--- src/rtl/addr_decoder_cfg_loader_pkg.sv ---
// rtl/addr_decoder_cfg_loader_pkg.sv - shared state type, sync byte and error codes for the config frame loader
package addr_decoder_cfg_loader_pkg;

    typedef enum logic [2:0] {
        IDLE,
        ADDR,
        LEN,
        DATA,
        CHK,
        REPLAY
    } state_t;

    localparam logic [7:0] SYNC_BYTE = 8'hA5;

    localparam logic [2:0] ERR_NONE    = 3'd0;
    localparam logic [2:0] ERR_LEN     = 3'd1;
    localparam logic [2:0] ERR_RANGE   = 3'd2;
    localparam logic [2:0] ERR_CHK     = 3'd3;
    localparam logic [2:0] ERR_TIMEOUT = 3'd4;

    function automatic int unsigned idx_width(input int unsigned depth);
        return (depth > 1) ? $clog2(depth) : 1;
    endfunction

endpackage

--- src/rtl/loader_frame_buf.sv ---
// rtl/loader_frame_buf.sv - MAX_LEN x 8 frame buffer, one write port and one registered read port
module loader_frame_buf
    import addr_decoder_cfg_loader_pkg::*;
#(
    parameter int unsigned MAX_LEN = 32,
    parameter int unsigned IW      = idx_width(MAX_LEN)
) (
    input  logic          clk,
    input  logic          we,
    input  logic [IW-1:0] waddr,
    input  logic [7:0]    wdata,
    input  logic [IW-1:0] raddr,
    output logic [7:0]    rdata
);

    logic [7:0] mem [MAX_LEN];

    always_ff @(posedge clk) begin
        if (we) begin
            mem[waddr] <= wdata;
        end
        rdata <= mem[raddr];
    end

endmodule

--- src/rtl/addr_decoder_cfg_loader.sv ---
// rtl/addr_decoder_cfg_loader.sv - buffers and validates config frames, then replays them as byte writes
// Optional inter-byte timeout enabled by ADDR_DECODER_CFG_LOADER_TIMEOUT_EN.
module addr_decoder_cfg_loader
    import addr_decoder_cfg_loader_pkg::*;
#(
    parameter int unsigned MAX_LEN     = 32,
    parameter int unsigned CFG_SIZE    = 160,
    parameter int unsigned TIMEOUT_CYC = 1024
) (
    input  logic       cfg_clk,
    input  logic       rst,
    input  logic       in_valid,
    input  logic [7:0] in_data,
    output logic       in_ready,
    output logic       cfg_we,
    output logic [7:0] cfg_addr,
    output logic [7:0] cfg_wdata,
    output logic       busy,
    output logic       done,
    output logic       err,
    output logic [2:0] err_code
);

    localparam int unsigned IW      = idx_width(MAX_LEN);
    localparam logic [7:0]  LEN_MAX = 8'(MAX_LEN);
    localparam logic [8:0]  CFG_LIM = 9'(CFG_SIZE);

    state_t     state_q, state_d;
    logic [7:0] addr_q, addr_d;
    logic [7:0] len_q, len_d;
    logic [7:0] sum_q, sum_d;
    logic [7:0] cnt_q, cnt_d;
    logic [7:0] cfg_addr_q, cfg_addr_d;
    logic [2:0] code_q, code_d;
    logic       ready_q, we_q, we_d, done_q, done_d, err_q, err_d;
    logic       accept, timeout_hit;

    logic          buf_we;
    logic [IW-1:0] buf_waddr, buf_raddr;
    logic [7:0]    buf_rdata;

    assign accept = in_valid && ready_q;

    assign buf_we    = accept && (state_q == DATA);
    assign buf_waddr = cnt_q[IW-1:0];
    // Registered read: fetch the entry for the next replay cycle one cycle early.
    assign buf_raddr = (state_q == REPLAY) ? cnt_q[IW-1:0] + IW'(1) : '0;

    loader_frame_buf #(
        .MAX_LEN(MAX_LEN)
    ) u_buf (
        .clk  (cfg_clk),
        .we   (buf_we),
        .waddr(buf_waddr),
        .wdata(in_data),
        .raddr(buf_raddr),
        .rdata(buf_rdata)
    );

`ifdef ADDR_DECODER_CFG_LOADER_TIMEOUT_EN
    localparam int unsigned    TW       = $clog2(TIMEOUT_CYC + 1);
    // err is registered, so fire one count early to land TIMEOUT_CYC cycles after the last byte.
    localparam logic [TW-1:0]  TMO_FIRE = TW'(TIMEOUT_CYC - 2);

    logic [TW-1:0] tmo_q;
    logic          in_frame;

    assign in_frame = state_q inside {ADDR, LEN, DATA, CHK};

    always_ff @(posedge cfg_clk) begin
        if (rst || !in_frame || accept || (state_d != state_q)) begin
            tmo_q <= '0;
        end else begin
            tmo_q <= tmo_q + 1'b1;
        end
    end

    assign timeout_hit = in_frame && !accept && (tmo_q == TMO_FIRE);
`else
    logic unused_timeout;
    assign unused_timeout = (TIMEOUT_CYC != 0);
    assign timeout_hit    = 1'b0;
`endif

    always_ff @(posedge cfg_clk) begin
        if (rst) begin
            state_q <= IDLE;
        end else begin
            state_q <= state_d;
        end
    end

    always_comb begin
        state_d    = state_q;
        addr_d     = addr_q;
        len_d      = len_q;
        sum_d      = sum_q;
        cnt_d      = cnt_q;
        cfg_addr_d = cfg_addr_q;
        code_d     = code_q;
        we_d       = 1'b0;
        done_d     = 1'b0;
        err_d      = 1'b0;

        unique case (state_q)
            IDLE: begin
                if (accept && (in_data == SYNC_BYTE)) begin
                    state_d = ADDR;
                end
            end
            ADDR: begin
                if (accept) begin
                    addr_d  = in_data;
                    sum_d   = in_data;
                    state_d = LEN;
                end
            end
            LEN: begin
                if (accept) begin
                    len_d = in_data;
                    sum_d = sum_q + in_data;
                    cnt_d = 8'd0;
                    if ((in_data == 8'd0) || (in_data > LEN_MAX)) begin
                        err_d   = 1'b1;
                        code_d  = ERR_LEN;
                        state_d = IDLE;
                    end else if (({1'b0, addr_q} + {1'b0, in_data}) > CFG_LIM) begin
                        err_d   = 1'b1;
                        code_d  = ERR_RANGE;
                        state_d = IDLE;
                    end else begin
                        state_d = DATA;
                    end
                end
            end
            DATA: begin
                if (accept) begin
                    sum_d = sum_q + in_data;
                    cnt_d = cnt_q + 8'd1;
                    if (cnt_q == len_q - 8'd1) begin
                        state_d = CHK;
                    end
                end
            end
            CHK: begin
                if (accept) begin
                    if (in_data == sum_q) begin
                        state_d    = REPLAY;
                        cnt_d      = 8'd0;
                        we_d       = 1'b1;
                        cfg_addr_d = addr_q;
                    end else begin
                        err_d   = 1'b1;
                        code_d  = ERR_CHK;
                        state_d = IDLE;
                    end
                end
            end
            REPLAY: begin
                // cnt_q is the index of the write currently on the outputs.
                if (cnt_q == len_q - 8'd1) begin
                    done_d  = 1'b1;
                    state_d = IDLE;
                end else begin
                    cnt_d      = cnt_q + 8'd1;
                    we_d       = 1'b1;
                    cfg_addr_d = cfg_addr_q + 8'd1;
                end
            end
            default: begin
                state_d = IDLE;
            end
        endcase

        if (timeout_hit) begin
            err_d   = 1'b1;
            code_d  = ERR_TIMEOUT;
            state_d = IDLE;
        end
    end

    always_ff @(posedge cfg_clk) begin
        if (rst) begin
            addr_q     <= 8'd0;
            len_q      <= 8'd0;
            sum_q      <= 8'd0;
            cnt_q      <= 8'd0;
            cfg_addr_q <= 8'd0;
            code_q     <= ERR_NONE;
            ready_q    <= 1'b0;
            we_q       <= 1'b0;
            done_q     <= 1'b0;
            err_q      <= 1'b0;
        end else begin
            addr_q     <= addr_d;
            len_q      <= len_d;
            sum_q      <= sum_d;
            cnt_q      <= cnt_d;
            cfg_addr_q <= cfg_addr_d;
            code_q     <= code_d;
            ready_q    <= (state_d != REPLAY);
            we_q       <= we_d;
            done_q     <= done_d;
            err_q      <= err_d;
        end
    end

    assign in_ready  = ready_q;
    assign cfg_we    = we_q;
    assign cfg_addr  = cfg_addr_q;
    assign cfg_wdata = we_q ? buf_rdata : 8'h00;
    assign busy      = (state_q != IDLE);
    assign done      = done_q;
    assign err       = err_q;
    assign err_code  = code_q;

endmodule

--- config.mk ---
export PLATFORM = sky130hd
export DESIGN_NAME = addr_decoder_cfg_loader
export DESIGN_NICKNAME = d
export VERILOG_FILES = /design/src/rtl/addr_decoder_cfg_loader_pkg.sv /design/src/rtl/loader_frame_buf.sv /design/src/rtl/addr_decoder_cfg_loader.sv
export SDC_FILE = /design/constraint.sdc
export NUM_CORES = 1
export LEC_CHECK = 0
export ABC_AREA = 1
export CELL_PAD_IN_SITES_DETAIL_PLACEMENT = 1
export CELL_PAD_IN_SITES_GLOBAL_PLACEMENT = 1
export CORE_ASPECT_RATIO = 0.8
export CORE_UTILIZATION = 53
export DETAILED_ROUTE_END_ITERATION = 7
export PLACE_DENSITY = 0.85
export SLEW_MARGIN = 20
export SYNTH_ARGS = -nofsm -noshare
export SYNTH_HDL_FRONTEND = slang
export SYNTH_HIERARCHICAL = 1
export SYNTH_SLANG_ARGS = --single-unit
--- constraint.sdc ---
create_clock -name cfg_clk -period 7.6 [get_ports cfg_clk]
set_input_delay 1.9 -clock cfg_clk [delete_from_list [all_inputs] [get_ports cfg_clk]]
set_output_delay 1.9 -clock cfg_clk [all_outputs]
set_load 0.02 [all_outputs]
==> key figures, run 1 <==
Route
  • Vias after detailed routing: 10,960
  • Number of nets still failing antenna checks after routing: 0
  • DRT iter0 DRCs: roughly 980
  • Residual DRC: 0
  • Detailed-routing iteration count for the pre-antenna-repair pass: 5
  • Total wirelength of the detailed-routed design: 41.54 mm
  • Via density per instance: 5.970
  • DR WL/cell: between 20 and 25 um

Logic synthesis
  • Synthesized netlist net count: 1,464
  • Mean instance size in the synthesized netlist: between 9 and 10 um^2
  • Fraction of post-synthesis cell area in the top cell type by area: between 50% and 60%
  • Synth cell types: 45
  • Number of flops mapped to enable cells by yosys: 256
  • Leading register cell type out of synthesis: sky130_fd_sc_hd__edfxtp_1
  • Post-synth ARST share: 0%
  • Synth area leaders: sky130_fd_sc_hd__edfxtp_1 (54%), sky130_fd_sc_hd__nand2_1 (12%), sky130_fd_sc_hd__nand3_1 (8.1%), sky130_fd_sc_hd__dfxtp_1 (8.1%), sky130_fd_sc_hd__nor2_1 (2.9%)
  • Netlist area before placement: 14,160 um^2
  • Gate count after technology mapping: about 1,400
  • Largest area contributor in the synthesized netlist: sky130_fd_sc_hd__edfxtp_1
  • Number of flip-flops and latches in the synthesized netlist: about 310
  • Yosys warns: 6
  • Seq/Total Area, Yosys: 62.33%

STA
  • Number of failing setup endpoints in the final timing report: 0
  • Pin slew with the least headroom to its limit: 1128 ps
  • Number of hold violations in the final report: 0
  • Worst-case headroom to the max-slew limit: 24.49%
  • Highest clock rate: between 200 and 250 MHz
  • Clk_skew: approximately 30 ps
  • RSZ-0062 raised after global routing: no
  • Worst setup slack after layout: between 3000 and 4000 ps
  • Final-report max-slew violation count: 0
  • Clock period minus final worst setup slack: 4543 ps
  • Final worst-path cycle share: 59.78%
  • Aggregate negative setup slack: 0 ps

Place
  • Worst slack after detailed placement: 2557 ps
  • Post-Place Cell Area: 14,590 um^2
  • Buffers on Ports: 33
  • Post-detailed-placement half-perimeter wirelength: 25.36 mm
  • Final GP Congestion: 0.8424

Final layout
  • Diodes inserted: 0
  • Sequential Area: around 8800 um^2
  • Area grow syn2layout: 10.70%
  • Commonest cells after routing, fill and taps aside: sky130_fd_sc_hd__nand2_1 (468), sky130_fd_sc_hd__edfxtp_1 (256), sky130_fd_sc_hd__nand3_1 (229), sky130_fd_sc_hd__nor2_1 (106), sky130_fd_sc_hd__inv_1 (66)
  • Layout filler cell count: ~2,900
  • Fraction of layout instances using a drive strength above 1: slightly above 6%
  • Total area of multi-input combinational cells: 4612 um^2
  • Final design instance area without fill: roughly 16,000 um^2
  • Commonest non-fill, non-tap cell in the layout: sky130_fd_sc_hd__nand2_1
  • Count of nets after finishing: about 1,500

Setup path
  • Worst path required time: 7980 ps
  • Reg2reg end: u_buf/rdata[2]
  • CP Class: in2reg
  • CP startpoint kind: input port
  • Largest fanout on the critical path: 26
  • Cell family with most CP delay: buffers and inverters
  • Endpoint of the worst setup timing path: cnt_q[0]
  • Arrival time of data at the critical path endpoint: 4920 ps
  • Flop-to-flop setup slack: 4080 ps
  • Worst flop-to-flop path startpoint: state_q[2]
  • Beginning of the critical path: in_data[6]
  • Cell-by-cell listing of the critical path: clkdlybuf4s50_1, ha_1, inv_1, nand3_1, nor4_2, nor2_1, nor2_4, nand3_2, nand2_1, inv_1, nor2_1, nor2_1
  • Number of cell instances on the worst register-to-register path: 15
  • Critical Path Stages: 12
  • Buffers plus inverters on the worst setup path: 3
  • Crit path largest cell delay: 1180 ps
  • Cell type of the slowest stage on the worst timing path: sky130_fd_sc_hd__clkdlybuf4s50_1
  • Worst Setup End Kind: register
  • Cell repeated most along the worst path: sky130_fd_sc_hd__nor2_1

Outcome
  • Status: completed

Floorplan
  • Row cnt: 53
  • Top Ports: 35
  • Floorplan core area: 26,260 um^2
  • DIE WIDTH: 184.8 um
  • Die area: 27,390 um^2
  • Chip Height: 148.2 um
  • Starting density of the core: 53.94%

GRT
  • Largest net degree at the start of global routing: 82
  • Total congestion overflow: 0
  • Initial antenna violation count: 0
  • Via count of the first global-routing pass: 11,480
  • Wire length of the first global-routing pass: ~65 mm
  • All-Layer GR Usage: a little under a third

Worst hold path
  • Class of the tightest hold or removal check: reg2reg

Clock tree
  • Clock Path Buffers: 3
  • CTS tree: yes
  • CTS buffer count: 34
  • CTS Root Buffer Type: sky130_fd_sc_hd__clkbuf_16
  • Clock edge transition at the registers on the reported setup and hold paths: 60 ps
  • Number of buffers inserted by post-CTS setup repair: 0
  • CTS Hold Bufs: 0
  • CTS sink cnt: 313
  • Worst-Skew Late Latency: about 520 ps
  • Post-cts sizing count: 0
  • H-tree level count: 2

Power
  • Power density normalized to cell area: ~230 nW/um^2
  • Lkg Pwr: slightly below 6 nW
  • PnR Total Power: 3.570 mW
  • Worst VDD drop: roughly 210 uV

Run
  • Max Cap Viol: 0
==> how the worst min path moves through the flow <==
stage / end / slack [ps] / from / depth (start not counted)
6_report: err_code[0] / 490 / err_code[0] / 2
5_1_grt: addr_q[6] / 540 / addr_q[6] / 2
4_1_cts: err_code[0] / 490 / err_code[0] / 2
3_5_place_dp: err_code[0] / 470 / err_code[0] / 2
3_3_place_gp: sum_q[5] / 470 / sum_q[5] / 2
2_1_floorplan: addr_q[6] / 440 / addr_q[6] / 2
==> through the flow <==
step / std cells / hold WS (ps) / utilization [%]
2_1_floorplan: 1433 / 440.9 / -
3_3_place_gp: 1776 / 472.6 / 55.55
3_5_place_dp: 1776 / 474.1 / 55.55
4_1_cts: 1835 / 493.9 / 59.71
5_1_grt: 1835 / 538.3 / 59.71
6_report: 1835 / 489.7 / 59.71
==> cell families after synthesis <==
family / after synthesis / share of synthesized area [%]
multiplexers: 4 / 0.2827
AO/OA/AOI/OAI: 98 / 3.710
adder cells (fa/ha/maj): 20 / 1.873
buffers and inverters: 135 / 5.238
XOR/XNOR: 21 / 1.298
other: 1 / 0.02647
AND/OR/NAND/NOR: 841 / 25.24
flip-flops: 313 / 62.33
==> cells in the mapped netlist, types with 12 or more instances <==
library cell,n
sky130_fd_sc_hd__o21ai_0,34
sky130_fd_sc_hd__ha_1,18
sky130_fd_sc_hd__buf_2,16
sky130_fd_sc_hd__buf_6,26
sky130_fd_sc_hd__xnor2_1,12
sky130_fd_sc_hd__nand3_1,229
sky130_fd_sc_hd__a21oi_1,51
sky130_fd_sc_hd__inv_1,66
sky130_fd_sc_hd__dfxtp_1,57
sky130_fd_sc_hd__clkbuf_1,14
sky130_fd_sc_hd__edfxtp_1,256
sky130_fd_sc_hd__nor2_1,109
sky130_fd_sc_hd__nand2_1,468
==> worst min-delay path: stages, from the launching register on <==
cell and delay, ps:
sky130_fd_sc_hd__dfxtp_1 330, sky130_fd_sc_hd__a21oi_1 40, sky130_fd_sc_hd__nor2_1 80
==> where the power goes <==
part | leakage (nW) | switching [mW] | internal, mW | total, mW
logic | 2.62 | 0.0517 | 0.0142 | 0.0659
registers | 2.76 | 0.000210 | 1.85 | 1.85
clock network | 0.536 | 0.663 | 0.989 | 1.65
total | 5.92 | 0.715 | 2.85 | 3.57
==> cell type report <==
cell class	instances	area share, %
flip-flops and latches	313	56.30
well taps	357	2.849
repair buffers	50	2.761
clock buffers	44	5.865
multi-input cells	985	29.41
clock inverters	15	1.101
inverters	71	1.708
==> routing by layer <==
| metal | routed length, um | share of wire [%] | up-vias | global-route usage, % |
|---|---|---|---|---|
| met2 | 19860 | 48 | 446 | 51.48 |
| met4 | 1459 | 3.5 | 0 | 12.44 |
| met3 | 2953 | 7.1 | 103 | 5.020 |
| met5 | 0 | 0 | - | 0 |
| met1 | 17270 | 42 | 5487 | 41.69 |
| li1 | - | - | 4919 | - |
==> sequential cells by signal, indices dropped and copies added (netlist names) <==
name         flops
err_code         2
in_ready         1
sum_q            8
len_q            8
done             1
cfg_we           1
err              1
cfg_addr         8
u_buf/rdata      8
cnt_q            8
addr_q           8
state_q          3
u_buf/mem      256
Power figures use the tool's default switching activity.
==> run 2, diff against run 1 <==
--- a/config.mk
+++ b/config.mk
@@ -9,9 +9,9 @@
 export CELL_PAD_IN_SITES_DETAIL_PLACEMENT = 1
 export CELL_PAD_IN_SITES_GLOBAL_PLACEMENT = 1
 export CORE_ASPECT_RATIO = 0.8
-export CORE_UTILIZATION = 53
+export CORE_UTILIZATION = 44
 export DETAILED_ROUTE_END_ITERATION = 7
-export PLACE_DENSITY = 0.85
+export PLACE_DENSITY = 0.75
 export SLEW_MARGIN = 20
 export SYNTH_ARGS = -nofsm -noshare
 export SYNTH_HDL_FRONTEND = slang
==> constraint.sdc (replaced) <==
create_clock -name cfg_clk -period 3.9 [get_ports cfg_clk]
set_input_delay 0.975 -clock cfg_clk [delete_from_list [all_inputs] [get_ports cfg_clk]]
set_output_delay 0.975 -clock cfg_clk [all_outputs]
set_load 0.02 [all_outputs]
==> run 2 against run 1 <==
- sequential share of layout area fell by 1.1 points
- sequential power rose by 95%
- clock power rose by 87%
- power rose by 92%
- final cell count rose by 5.1%
- register-to-register slack got worse by 3200 ps
- first-iteration DRC count fell by 15%
- hold slack got worse by 11 ps
==> key figures, run 2 (synthesis gave the netlist of run 1 again) <==
Setup path
  • Critical Path Stages: 3 (-9)
  • Flop-to-flop setup slack: 920 ps (-3160 ps)
  • CP startpoint kind: register
  • Cell family with most CP delay: flip-flops
  • Arrival time of data at the critical path endpoint: 2190 ps (-2730 ps)
  • Cell-by-cell listing of the critical path: nand2_1, inv_1, clkdlybuf4s50_1
  • Cell type of the slowest stage on the worst timing path: sky130_fd_sc_hd__dfxtp_1
  • CP Class: reg2out
  • Worst flop-to-flop path startpoint: state_q[2]
  • Crit path largest cell delay: 790 ps (-390 ps)
  • Worst path required time: 2920 ps (-5060 ps)
  • Number of cell instances on the worst register-to-register path: 12 (-3)
  • Worst Setup End Kind: output port
  • Reg2reg end: u_buf/rdata[4]
  • Largest fanout on the critical path: 9 (-65%)
  • Buffers plus inverters on the worst setup path: 2 (-1)

STA
  • RSZ-0062 raised after global routing: no
  • Number of failing setup endpoints in the final timing report: 0 (unchanged)
  • Pin slew with the least headroom to its limit: 823.2 ps (-305.2 ps)
  • Number of hold violations in the final report: 0 (unchanged)
  • Clock period minus final worst setup slack: 3168 ps
  • Clk_skew: 20.55 ps (-8.878 ps)
  • Final worst-path cycle share: 81.22%
  • Aggregate negative setup slack: 0 ps (unchanged)
  • Final-report max-slew violation count: 0 (unchanged)
  • Worst-case headroom to the max-slew limit: 44.98% (+20 points)
  • Highest clock rate: 315.7 MHz

GRT
  • Largest net degree at the start of global routing: 129 (+57%)
  • All-Layer GR Usage: 25.46% (-5.8 points)
  • Wire length of the first global-routing pass: 63.65 mm (-1.3%)
  • Via count of the first global-routing pass: 10,950 (-4.6%)
  • Initial antenna violation count: 0 (unchanged)
  • Total congestion overflow: 0 (unchanged)

Route
  • Number of nets still failing antenna checks after routing: 0 (unchanged)
  • DRT iter0 DRCs: 833 (-15%)
  • DR WL/cell: 21.36 um (-5.7%)
  • Via density per instance: 5.508 (-7.7%)
  • Residual DRC: 0 (unchanged)
  • Total wirelength of the detailed-routed design: 41.18 mm (-0.88%)
  • Vias after detailed routing: 10,620 (-3.1%)
  • Detailed-routing iteration count for the pre-antenna-repair pass: 5 (unchanged)

Clock tree
  • Number of buffers inserted by post-CTS setup repair: 0 (unchanged)
  • CTS sink cnt: 313 (unchanged)
  • CTS tree: yes
  • CTS Root Buffer Type: sky130_fd_sc_hd__clkbuf_16
  • H-tree level count: 1 (-1)
  • CTS Hold Bufs: 0 (unchanged)
  • CTS buffer count: 31 (-8.8%)
  • Worst-Skew Late Latency: 580 ps (+60 ps)
  • Clock edge transition at the registers on the reported setup and hold paths: 60 ps (about the same)
  • Post-cts sizing count: 0 (unchanged)
  • Clock Path Buffers: 3 (unchanged)

Power
  • Portion of total power attributed to combinational logic: 2.1% (+0.3 points)
  • Clock group share of total power: 45.2% (-1.1 points)
  • Switching component of the power: 1.393 mW (+95%)
  • Switching share of power: 20.36% (+0.33 points)
  • Lkg Pwr: 6.066 nW (+2.5%)
  • PnR Total Power: 6.839 mW (+92%)
  • Sequential power share: 52.8% (+0.9 points)
  • Power density normalized to cell area: 428.0 nW/um^2 (+88%)
  • Worst VDD drop: 293.0 uV (+41%)
  • Internal: 5.446 mW (+91%)

Place
  • Final GP Congestion: 0.8388 (-0.43%)
  • Post-detailed-placement half-perimeter wirelength: 26.20 mm (+3.3%)
  • Cell Count Post-Placement: 1,870 (+5.3%)
  • Buffers on Ports: 33 (unchanged)

Final layout
  • Count of nets after finishing: 1,514 (+1.9%)
  • Register ranked first by flip-flop count: u_buf/mem
  • Utilization after layout: 50.62% (-9.1 points)
  • Area grow syn2layout: 12.81%
  • Commonest non-fill, non-tap cell in the layout: sky130_fd_sc_hd__nand2_1
  • Diodes inserted: 0 (unchanged)
  • Fraction of layout instances using a drive strength above 1: 8.554% (+2.3 points)
  • Commonest cells after routing, fill and taps aside: sky130_fd_sc_hd__nand2_1 (468), sky130_fd_sc_hd__edfxtp_1 (256), sky130_fd_sc_hd__nand3_1 (229), sky130_fd_sc_hd__nor2_1 (106), sky130_fd_sc_hd__inv_1 (66)
  • Number of flip-flops in the largest register: 256 (unchanged)
  • Cell Count, Final, Fillers Out: 1,928 (+5.1%)

Floorplan
  • Die area: 32,920 um^2 (+20%)
  • Chip Height: 162.5 um (+9.6%)
  • Row cnt: 58 (+9.4%)
  • Starting density of the core: 44.87% (-9.1 points)
  • Floorplan core area: 31,570 um^2 (+20%)
  • Top Ports: 35 (unchanged)
  • DIE WIDTH: 202.6 um (+9.6%)

Run
  • Max Cap Viol: 0 (unchanged)

Worst hold path
  • Hold-critical path depth: 2 (unchanged)
  • Min-Delay Endpoint: sum_q[5]
  • Class of the tightest hold or removal check: reg2reg
  • Source of the worst hold timing path: sum_q[5]

Outcome
  • Status: completed
[run 2: cell types whose count changed in the layout (fill, tap and decap cells not counted), sizes merged]
cell	change
clkbuf	+2
clkdlybuf4s50	-3
clkinv	-6
clkinvlp	+4
buf	+34
bufinv	-1
[run 2: area by class of cell]
cell class                 instances  area, um^2
fill                            3518       15590
timing repair buffer              81       688.2
inverter                          71       267.8
sequential                       313        8828
clock inverter                    12       145.1
multi-input combinational        985        4612
clock buffer                      46       912.1
tap                              420       525.5
[run 2: worst max-delay path by stage]
stage / startpoint / end / slack, ps
floorplan: in_data[0] / err_code[0] / 1110
global placement: in_valid / u_buf/mem[30][3] / 690
detailed placement: in_valid / u_buf/mem[15][4] / 580
CTS: cfg_we / cfg_wdata[4] / 740
global route: state_q[2] / u_buf/rdata[4] / 640
finish: cfg_we / cfg_wdata[4] / 730
[run 2: layer usage]
layer	part of all wire (%)	vias to the layer above	global-route usage [%]
li1	-	4966	-
met1	46	5303	35.39
met2	47	297	42.40
met3	5.2	53	3.001
met4	2.0	0	6.733
met5	0	-	0
[run 2: worst reg2reg max path: cells and delay by family (launching register included)]
family / cells / cell delay (ps)
buffers and inverters: 2 / 710
flip-flops: 1 / 390
AND/OR/NAND/NOR: 10 / 1790
[run 2: power groups by stage]
stage / registers [mW] / clock network (mW) / logic [mW]
6_report: 3.61 / 3.09 / 0.143
5_1_grt: 3.61 / 3.26 / 0.153
4_1_cts: 3.61 / 3.14 / 0.143
3_5_place_dp: 3.68 / 0 / 0.142
3_3_place_gp: 3.68 / 0 / 0.137
2_1_floorplan: 3.68 / 0 / 0.0405
[run 2: through the flow]
step | hold WS, ps | setup WS, ps | instance area, um^2
4_1_cts | 474.4 | 735.2 | 15980
3_5_place_dp | 464.1 | 576.7 | 14920
2_1_floorplan | 440.9 | 1115 | 14160
6_report | 478.9 | 732.5 | 15980
3_3_place_gp | 458.0 | 691.6 | 14920
5_1_grt | 495.2 | 636.4 | 15980
==> run 3, diff against run 2 <==
--- a/config.mk
+++ b/config.mk
@@ -9,9 +9,9 @@
 export CELL_PAD_IN_SITES_DETAIL_PLACEMENT = 1
 export CELL_PAD_IN_SITES_GLOBAL_PLACEMENT = 1
 export CORE_ASPECT_RATIO = 0.8
-export CORE_UTILIZATION = 44
+export CORE_UTILIZATION = 49
 export DETAILED_ROUTE_END_ITERATION = 7
-export PLACE_DENSITY = 0.75
+export PLACE_DENSITY = 0.79
 export SLEW_MARGIN = 20
 export SYNTH_ARGS = -nofsm -noshare
 export SYNTH_HDL_FRONTEND = slang
==> constraint.sdc (replaced) <==
create_clock -name cfg_clk -period 3.1 [get_ports cfg_clk]
set_input_delay 0.775 -clock cfg_clk [delete_from_list [all_inputs] [get_ports cfg_clk]]
set_output_delay 0.775 -clock cfg_clk [all_outputs]
set_load 0.02 [all_outputs]
==> run 3 against run 2 <==
- clock-buffer cell count decreased by 11
- via count is 2.1% higher
- hold slack got worse by 3.3 ps
- clock skew hardly changed
- die area decreased by 10%
- core utilization rose by 6.2 points
- first-iteration DRC count rose by 3.2%
- critical path depth did not move
- highest routed layer unchanged
==> key figures, run 3 (synthesis gave the netlist of run 1 again) <==
Setup path
  • Worst Setup End Kind: output port
  • Cell-by-cell listing of the critical path: nand2_1, inv_1, clkdlybuf4s50_1
  • Beginning of the critical path: cfg_we
  • Flop-to-flop setup slack: 460 ps (-460 ps)
  • Worst path required time: 2320 ps (-600 ps)
  • CP startpoint kind: register
  • CP Class: reg2out
  • Arrival time of data at the critical path endpoint: 2270 ps (+80 ps)
  • Cell type of the slowest stage on the worst timing path: sky130_fd_sc_hd__dfxtp_1
  • Number of cell instances on the worst register-to-register path: 13 (+1)
  • Crit path largest cell delay: 690 ps (-100 ps)
  • Largest fanout on the critical path: 9 (unchanged)
  • Worst flop-to-flop path startpoint: state_q[2]
  • Reg2reg end: u_buf/rdata[1]

Run
  • Max Cap Viol: 0 (unchanged)

Place
  • Post-detailed-placement half-perimeter wirelength: 26.87 mm (+2.6%)
  • Worst slack after detailed placement: 66.49 ps (-510.2 ps)
  • Buffers on Ports: 33 (unchanged)
  • Final GP Congestion: 0.8546 (+1.9%)

Final layout
  • Number of flip-flops in the largest register: 256 (unchanged)
  • Commonest non-fill, non-tap cell in the layout: sky130_fd_sc_hd__nand2_1
  • Count of nets after finishing: 1,536 (+1.5%)
  • Fraction of layout instances using a drive strength above 1: 10.00% (+1.4 points)
  • Register ranked first by flip-flop count: u_buf/mem
  • Diodes inserted: 0 (unchanged)
  • Commonest cells after routing, fill and taps aside: sky130_fd_sc_hd__nand2_1 (468), sky130_fd_sc_hd__edfxtp_1 (256), sky130_fd_sc_hd__nand3_1 (229), sky130_fd_sc_hd__nor2_1 (106), sky130_fd_sc_hd__buf_4 (68)
  • Area grow syn2layout: 13.79%
  • Layout filler cell count: 3,178 (-9.7%)

Floorplan
  • DIE WIDTH: 192.1 um (-5.2%)
  • Row cnt: 55 (-5.2%)
  • Top Ports: 35 (unchanged)
  • Starting density of the core: 49.96% (+5.1 points)
  • Floorplan core area: 28,350 um^2 (-10%)
  • Die area: 29,600 um^2 (-10%)
  • Chip Height: 154.1 um (-5.2%)

STA
  • RSZ-0062 raised after global routing: no
  • Final worst-path cycle share: 98.23%
  • Highest clock rate: ~330 MHz
  • Final-report max-slew violation count: 0 (unchanged)
  • Worst setup slack after layout: 55.01 ps (-677.5 ps)
  • Pin slew with the least headroom to its limit: 788.7 ps (-34.57 ps)
  • Clock period minus final worst setup slack: 3045 ps
  • Number of hold violations in the final report: 0 (unchanged)
  • Worst-case headroom to the max-slew limit: 47.42% (+2.4 points)
  • Number of failing setup endpoints in the final timing report: 0 (unchanged)
  • Aggregate negative setup slack: 0 ps (unchanged)
  • Clk_skew: 20.33 ps (-0.2177 ps)

Route
  • DR WL/cell: 21.92 um (+2.6%)
  • Via density per instance: 5.707 (+3.6%)
  • DRT iter0 DRCs: 860 (+3.2%)
  • Number of nets still failing antenna checks after routing: 0 (unchanged)
  • Residual DRC: 0 (unchanged)
  • Total wirelength of the detailed-routed design: 41.65 mm (+1.1%)
  • Vias after detailed routing: 10,840 (+2.1%)
  • Detailed-routing iteration count for the pre-antenna-repair pass: 5 (unchanged)

Worst hold path
  • Hold-critical path depth: 2 (unchanged)
  • Source of the worst hold timing path: sum_q[5]
  • Min-Delay Endpoint: sum_q[5]
  • Class of the tightest hold or removal check: reg2reg

Power
  • Lkg Pwr: 6.206 nW (+2.3%)
  • PnR Total Power: 8.819 mW (+29%)
  • Worst VDD drop: 478.5 uV (+63%)
  • Power density normalized to cell area: 547.2 nW/um^2 (+28%)

Clock tree
  • CTS tree: yes
  • CTS buffer count: 31 (unchanged)
  • CTS Hold Bufs: 0 (unchanged)
  • Clock edge transition at the registers on the reported setup and hold paths: 60 ps (about the same)
  • H-tree level count: 1 (unchanged)
  • Number of buffers inserted by post-CTS setup repair: 0 (unchanged)
  • CTS Root Buffer Type: sky130_fd_sc_hd__clkbuf_16
  • Worst-Skew Late Latency: 590 ps (about the same)
  • CTS sink cnt: 313 (unchanged)
  • Clock Path Buffers: 3 (unchanged)
  • Post-cts sizing count: 0 (unchanged)

GRT
  • Met3 track demand over resource: 3.424% (+0.42 points)
  • Initial antenna violation count: 0 (unchanged)
  • Most heavily used metal layer in global routing: met2
  • All-Layer GR Usage: 28.76% (+3.3 points)
  • Total congestion overflow: 0 (unchanged)
  • Met1 Usage GRT: 40.17% (+4.8 points)
  • Via count of the first global-routing pass: 11,230 (+2.5%)
  • Largest net degree at the start of global routing: 129 (unchanged)
  • Wire length of the first global-routing pass: 64.87 mm (+1.9%)
  • Met2 usage: 47.15% (+4.8 points)

Outcome
  • Status: completed
-- run 3: how the worst max path moves through the flow --
stage | to | depth (start not counted) | slack (ps)
floorplan | err_code[0] | 15 | 510
global placement | cnt_q[0] | 13 | 170
global route | cfg_wdata[1] | 3 | 40
finish | cfg_wdata[1] | 3 | 60
detailed placement | cnt_q[0] | 13 | 70
CTS | cfg_wdata[1] | 3 | 40
-- run 3: layer usage --
layer	up-vias	wire, um
met5	-	0
li1	5022	-
met1	5431	18580
met4	0	1297
met2	309	19690
met3	81	2077
-- run 3: through the flow --
| stage | area, um^2 | utilization (%) | hold WS (ps) | instances |
|---|---|---|---|---|
| floorplan | 14160 | - | 440.9 | 1433 |
| global placement | 15010 | 52.95 | 457.8 | 1842 |
| CTS | 16120 | 56.85 | 485.7 | 1900 |
| global route | 16120 | 56.85 | 518.7 | 1900 |
| detailed placement | 15010 | 52.95 | 471.1 | 1842 |
| finish | 16120 | 56.85 | 475.6 | 1900 |
-- run 3: layout make-up --
| type | count | area [um^2] | area share (%) |
|---|---|---|---|
| Inverter | 71 | 267.8 | 1.661 |
| Clock buffer | 35 | 800.8 | 4.968 |
| Tap cell | 370 | 462.9 | 2.872 |
| Clock inverter | 23 | 305.3 | 1.894 |
| Multi-Input combinational cell | 985 | 4612 | 28.61 |
| Sequential cell | 313 | 8828 | 54.77 |
| Timing Repair Buffer | 103 | 840.8 | 5.217 |
-- run 3: critical path, delay by kind of cell, from the launching register on --
kind	cells	cell delay [ps]
buf+inv	2	780
flops	1	690
simple gates	1	220
-- run 3: where the power goes --
part	total [mW]	switching, mW	internal [mW]
clock network	4.10	1.66	2.44
logic	0.177	0.138	0.0385
registers	4.54	0.000676	4.54
